## config.mk

```make
export PLATFORM = sky130hd
export DESIGN_NAME = core2axi4l
export DESIGN_NICKNAME = d
export VERILOG_FILES = /design/src/rtl/core2axi4l.sv
export SDC_FILE = /design/constraint.sdc
export NUM_CORES = 1
export LEC_CHECK = 0
export CAP_MARGIN = 20
export CORE_MARGIN = 2
export CORE_UTILIZATION = 43
export CTS_CLUSTER_SIZE = 28
export DETAILED_ROUTE_END_ITERATION = 8
export PLACE_DENSITY = 0.86
export SETUP_SLACK_MARGIN = 0.05
export SYNTH_ARGS = -nofsm -noshare
export SYNTH_HDL_FRONTEND = slang
export SYNTH_SLANG_ARGS = --single-unit
```

## constraint.sdc

```tcl
create_clock -name aclk -period 3.55 [get_ports aclk]
set_input_delay 1.065 -clock aclk [delete_from_list [all_inputs] [get_ports aclk]]
set_output_delay 1.065 -clock aclk [all_outputs]
set_load 0.005 [all_outputs]
```

## src/rtl/core2axi4l.sv

```systemverilog
// rtl/core2axi4l.sv - core req/gnt/rvalid port to single-outstanding AXI4-Lite master bridge
module core2axi4l #(
  parameter int ADDR_W = 32,
  parameter int DATA_W = 32,
  parameter int STRB_W = DATA_W / 8
) (
  input  logic              aclk,
  input  logic              areset,
  // core side
  input  logic              core_req,
  input  logic              core_we,
  input  logic [STRB_W-1:0] core_be,
  input  logic [ADDR_W-1:0] core_addr,
  input  logic [DATA_W-1:0] core_wdata,
  output logic              core_gnt,
  output logic              core_rvalid,
  output logic [DATA_W-1:0] core_rdata,
  output logic              core_err,
  // AXI4-Lite write address
  output logic              awvalid,
  input  logic              awready,
  output logic [ADDR_W-1:0] awaddr,
  // AXI4-Lite write data
  output logic              wvalid,
  input  logic              wready,
  output logic [DATA_W-1:0] wdata,
  output logic [STRB_W-1:0] wstrb,
  // AXI4-Lite write response
  input  logic              bvalid,
  output logic              bready,
  input  logic [1:0]        bresp,
  // AXI4-Lite read address
  output logic              arvalid,
  input  logic              arready,
  output logic [ADDR_W-1:0] araddr,
  // AXI4-Lite read data
  input  logic              rvalid,
  output logic              rready,
  input  logic [DATA_W-1:0] rdata,
  input  logic [1:0]        rresp
);

  typedef enum logic [2:0] {
    IDLE    = 3'd0,
    WR_REQ  = 3'd1,
    WR_RESP = 3'd2,
    RD_REQ  = 3'd3,
    RD_RESP = 3'd4,
    DONE    = 3'd5
  } state_t;

  state_t state_q, state_d;

  // Only bit 1 of a response distinguishes error from okay.
  logic unused_resp;
  assign unused_resp = ^{bresp[0], rresp[0]};

  // The response pulse is simply the one-cycle DONE state.
  assign core_rvalid = (state_q == DONE);

  // Next-state decode plus the combinational grant and response readies.
  always_comb begin
    state_d  = state_q;
    core_gnt = 1'b0;
    bready   = 1'b0;
    rready   = 1'b0;
    case (state_q)
      IDLE: begin
        core_gnt = core_req;
        if (core_req) state_d = core_we ? WR_REQ : RD_REQ;
      end
      WR_REQ: begin
        // Each channel is finished if already handshaken or handshaking now.
        if ((!awvalid || awready) && (!wvalid || wready)) state_d = WR_RESP;
      end
      WR_RESP: begin
        bready = 1'b1;
        if (bvalid) state_d = DONE;
      end
      RD_REQ: begin
        if (arready) state_d = RD_RESP;
      end
      RD_RESP: begin
        rready = 1'b1;
        if (rvalid) state_d = DONE;
      end
      DONE:    state_d = IDLE;
      default: state_d = IDLE;
    endcase
  end

  // State register, registered AXI request channels and captured response.
  always_ff @(posedge aclk) begin
    if (areset) begin
      state_q    <= IDLE;
      awvalid    <= 1'b0;
      wvalid     <= 1'b0;
      arvalid    <= 1'b0;
      awaddr     <= '0;
      wdata      <= '0;
      wstrb      <= '0;
      araddr     <= '0;
      core_rdata <= '0;
      core_err   <= 1'b0;
    end else begin
      state_q <= state_d;
      case (state_q)
        IDLE: begin
          if (core_req) begin
            if (core_we) begin
              awaddr  <= core_addr;
              wdata   <= core_wdata;
              wstrb   <= core_be;
              awvalid <= 1'b1;
              wvalid  <= 1'b1;
            end else begin
              araddr  <= core_addr;
              arvalid <= 1'b1;
            end
          end
        end
        WR_REQ: begin
          if (awvalid && awready) awvalid <= 1'b0;
          if (wvalid && wready)   wvalid  <= 1'b0;
        end
        WR_RESP: begin
          if (bvalid) begin
            core_err   <= bresp[1];
            core_rdata <= '0;
          end
        end
        RD_REQ: begin
          if (arready) arvalid <= 1'b0;
        end
        RD_RESP: begin
          if (rvalid) begin
            core_rdata <= rdata;
            core_err   <= rresp[1];
          end
        end
        default: ;
      endcase
    end
  end

  // Protocol checks: valids and payloads hold until accepted.
  a_aw_hold: assert property (@(posedge aclk) disable iff (areset)
    (awvalid && !awready) |=> (awvalid && $stable(awaddr)));
  a_w_hold: assert property (@(posedge aclk) disable iff (areset)
    (wvalid && !wready) |=> (wvalid && $stable(wdata) && $stable(wstrb)));
  a_ar_hold: assert property (@(posedge aclk) disable iff (areset)
    (arvalid && !arready) |=> (arvalid && $stable(araddr)));

  // Reads and writes are never in flight together.
  a_one_outstanding: assert property (@(posedge aclk) disable iff (areset)
    !(arvalid && (awvalid || wvalid)));

  // Core response is a single-cycle pulse.
  a_rvalid_pulse: assert property (@(posedge aclk) disable iff (areset)
    core_rvalid |=> !core_rvalid);

  // A slave response outside its wait state is a protocol violation.
  a_b_in_state: assert property (@(posedge aclk) disable iff (areset)
    bvalid |-> (state_q == WR_RESP));
  a_r_in_state: assert property (@(posedge aclk) disable iff (areset)
    rvalid |-> (state_q == RD_RESP));

endmodule

```

==> metrics.md <==
| Metric | Value |
|---|---|
| Longest Clk Path Bufs | `2` |
| Cell row count | `39` |
| Hold Crit Class | `reg -> reg` |
| Clk Latency, worst-skew pair | `about 0.40 ns` |
| Die area | `around 12,000 sq um` |
| Setup bufs post-CTS | `0` |
| VDD IR max | `roughly 0.30 mV` |
| First-pass GRT wire length | `approximately 24,000 um` |
| Via count | `4,969` |
| Die height | `111 um` |
| Worst slew pin tran | `0.566 ns` |
| # clock sinks | `between 100 and 150` |
| Final Hold Viols | `0` |
| Slew Viols, Final | `0` |
| Worst slack at placement | `0.128 ns` |
| Switching part of the total | `26.9%` |
| PortBufs | `250` |
| Routed WL | `~15,000 um` |
| Std-Cell Core Area | `between 10,000 and 15,000 sq um` |
| Clk_skew | `~0.0085 ns` |
| Crit path time final | `about 3.4 ns` |
| Drt drc | `0` |
| Routability congestion estimate | `slightly below 0.9` |
| Filler instances | `about 830` |
| Internal power | `~3500 uW` |
| Final nets | `~940` |
| Setup TNS | `0 ns` |
| Drt first pass iters | `5` |
| IO Pins | `roughly 250` |
| DRT iter0 DRCs | `~280` |
| GRT overflow | `0` |
| Initial core utilization | `between 40% and 50%` |
| Hold WS | `0.453 ns` |
| Syn Nets | `between 700 and 800` |
| Placed Area | `7510 sq um` |
| Sequential area share after synthesis | `56.5%` |
| Comb power frac | `23.4%` |
| Worst EP arrival | `between 2 and 2.5 ns` |
| Unrepaired setup endpoints after global routing | `false` |
| HPWL after DPL | `between 10,000 and 15,000 um` |
| Number of synthesized flops with an enable pin | `0` |
| CP max FO | `2` |
| Psw | `1290 uW` |
| Die X | `111 um` |
| H-Tree Depth | `4` |
| Reg power frac | `about two fifths` |
| Cts repair resizes | `0` |
| Final antenna-violating net count | `0` |
| Share of layout cells above drive strength 1 | `just over 6%` |
| CTS tree | `yes` |
| Layout area overhead | `64.8%` |
| Via-to-Cell Ratio | `around 5.0` |
| Final Power | `about 4800 uW` |
| Cell variety after synth | `28` |
| Pin count of the biggest net entering global routing | `56` |
| Status | `completed` |
| WP data required | `roughly 2.5 ns` |
| Count of final setup violators | `0` |
| Root Driver | `clkbuf_16` |
| Final Cell Area | `8120 sq um` |
| Number of max-cap violations | `0` |
| Clock transition at path regs | `around 0.05 ns` |
| Leakage power | `between 0.002 and 0.003 uW` |
| Post-synth ARST share | `0%` |
| CP Class | `in -> out` |
| Fmax | `around 0.29 GHz` |
| Fin crit share | `96.4%` |
| #FFs+latches synth | `around 140` |
| Antenna fix cells | `0` |
| Syn avg cell area | `~8.3 sq um` |
| Worst setup margin | `approximately 0.13 ns` |
| Synth Flop Type | `dfxtp_1` |
| TritonCTS Buffers | `17` |
| Clock network power share | `37.4%` |
| Element type at the critical path end | `output pin` |
| Footprint of the multi-input gates | `about 1900 sq um` |
| Hold-fix buffers at CTS | `0` |
| Yosys warns | `0` |
| Startpoint class of the critical path | `input pin` |
| Initial antenna violation count | `0` |
| Vias in the first global route | `slightly above 5,000` |
| Rel. slew slack | `around 62%` |
| PwrDens | `a little under 600 nW/um^2` |
| Syn Std Cell Area | `slightly below 5000 sq um` |
| Total GRT Usage | `roughly a quarter` |
| Post-DR wirelength/cell | `about 15 um` |
| Post-synthesis cell count | `between 500 and 600` |
| FF/Latch Area | `2780 sq um` |
## cells in the final DEF, fill, tap and decap left out, types with 2 or more instances in the layout
cell type,instances
nor2_1,37
bufinv_16,3
nand2b_1,5
a21oi_1,105
clkbuf_16,17
inv_1,5
o21ai_0,3
buf_12,2
clkinvlp_4,4
a22oi_1,32
clkinv_2,3
nand2_1,202
clkdlybuf4s50_1,249
nor2b_1,3
dfxtp_1,139
clkbuf_8,3
buf_4,11
## worst paths after layout
| path | startpoint | endpoint | slack, ns | cells past startpoint |
|---|---|---|---|---|
| setup / recovery | core_req | core_gnt | 0.13 | 3 |
| hold / removal | wdata[21]$_SDFFE_PP0P_ | wdata[21]$_SDFFE_PP0P_ | 0.45 | 2 |
| setup reg to reg | state_q[0]$_SDFFE_PP0P_ | awaddr[18]$_SDFFE_PP0P_ | 1.62 | 6 |
| hold reg to reg | wdata[21]$_SDFFE_PP0P_ | wdata[21]$_SDFFE_PP0P_ | 0.45 | 2 |
## flip-flops by register name, summed over array words and instances (netlist names)
name	flops
state_q	3
core_rdata	32
awvalid	1
awaddr	32
wdata	32
araddr	32
wvalid	1
core_err	1
arvalid	1
wstrb	4
## cells in the mapped netlist (2+ instances only)
cell | number | share of area, %
inv_1 | 5 | 0.38
nor2_1 | 37 | 2.8
nand2b_1 | 5 | 0.64
a22oi_1 | 32 | 4.9
buf_6 | 3 | 0.69
buf_2 | 18 | 1.8
clkbuf_1 | 26 | 2.0
nor2b_1 | 3 | 0.38
a21oi_1 | 105 | 11
o21ai_0 | 3 | 0.30
and2_1 | 2 | 0.25
dfxtp_1 | 139 | 56
nand2_1 | 203 | 15
## cell families (layout without fill, tap and decap cells)
group                  Yosys count  count (layout)  share of synthesized area (%)
buffers and inverters           53             298                           5.03
DFF                            139             139                           56.5
AOI/OAI and AO/OA              146             146                           17.2
muxes                            2               2                          0.457
and+or+nand+nor                256             256                           20.8
## power by group through the flow
stage / logic, uW / registers, uW / clock network [uW]
after global placement: 1090 / 1890 / 0
after detailed placement: 1120 / 1910 / 0
after CTS: 1130 / 1870 / 1820
after floorplan: 522 / 1880 / 0
final: 1120 / 1870 / 1790
after global routing: 1220 / 1900 / 1900
## metrics by stage
step / utilization, % / std cells
finish: 71.7 / 984
global route: 71.7 / 984
CTS: 71.7 / 984
detailed placement: 66.3 / 953
global placement: 66.3 / 953
floorplan: - / 596
## layout make-up
class                   instances  area share, %
multi-input cells             404           23.6
repair buffers                262           32.2
flip-flops and latches        139           34.3
inverters                       5          0.231
well taps                     143           2.20
clock buffers                  20           5.75
clock inverters                11           1.77
## worst max-delay path, stage by stage
cell and delay [ns]:
clkdlybuf4s50_1 0.52, nor4b_4 0.23, clkdlybuf4s50_1 0.54
## layer usage
| metal | vias up | GRT usage (%) | wire length [um] |
|---|---|---|---|
| met4 | 0 | 9.14 | 358 |
| met3 | 26 | 9.46 | 1330 |
| met1 | 2306 | 26.6 | 5860 |
| met2 | 207 | 43.7 | 7680 |
| met5 | - | 0 | 0 |
| li1 | 2430 | - | - |
No activity file was read; power rests on OpenSTA's default activity.
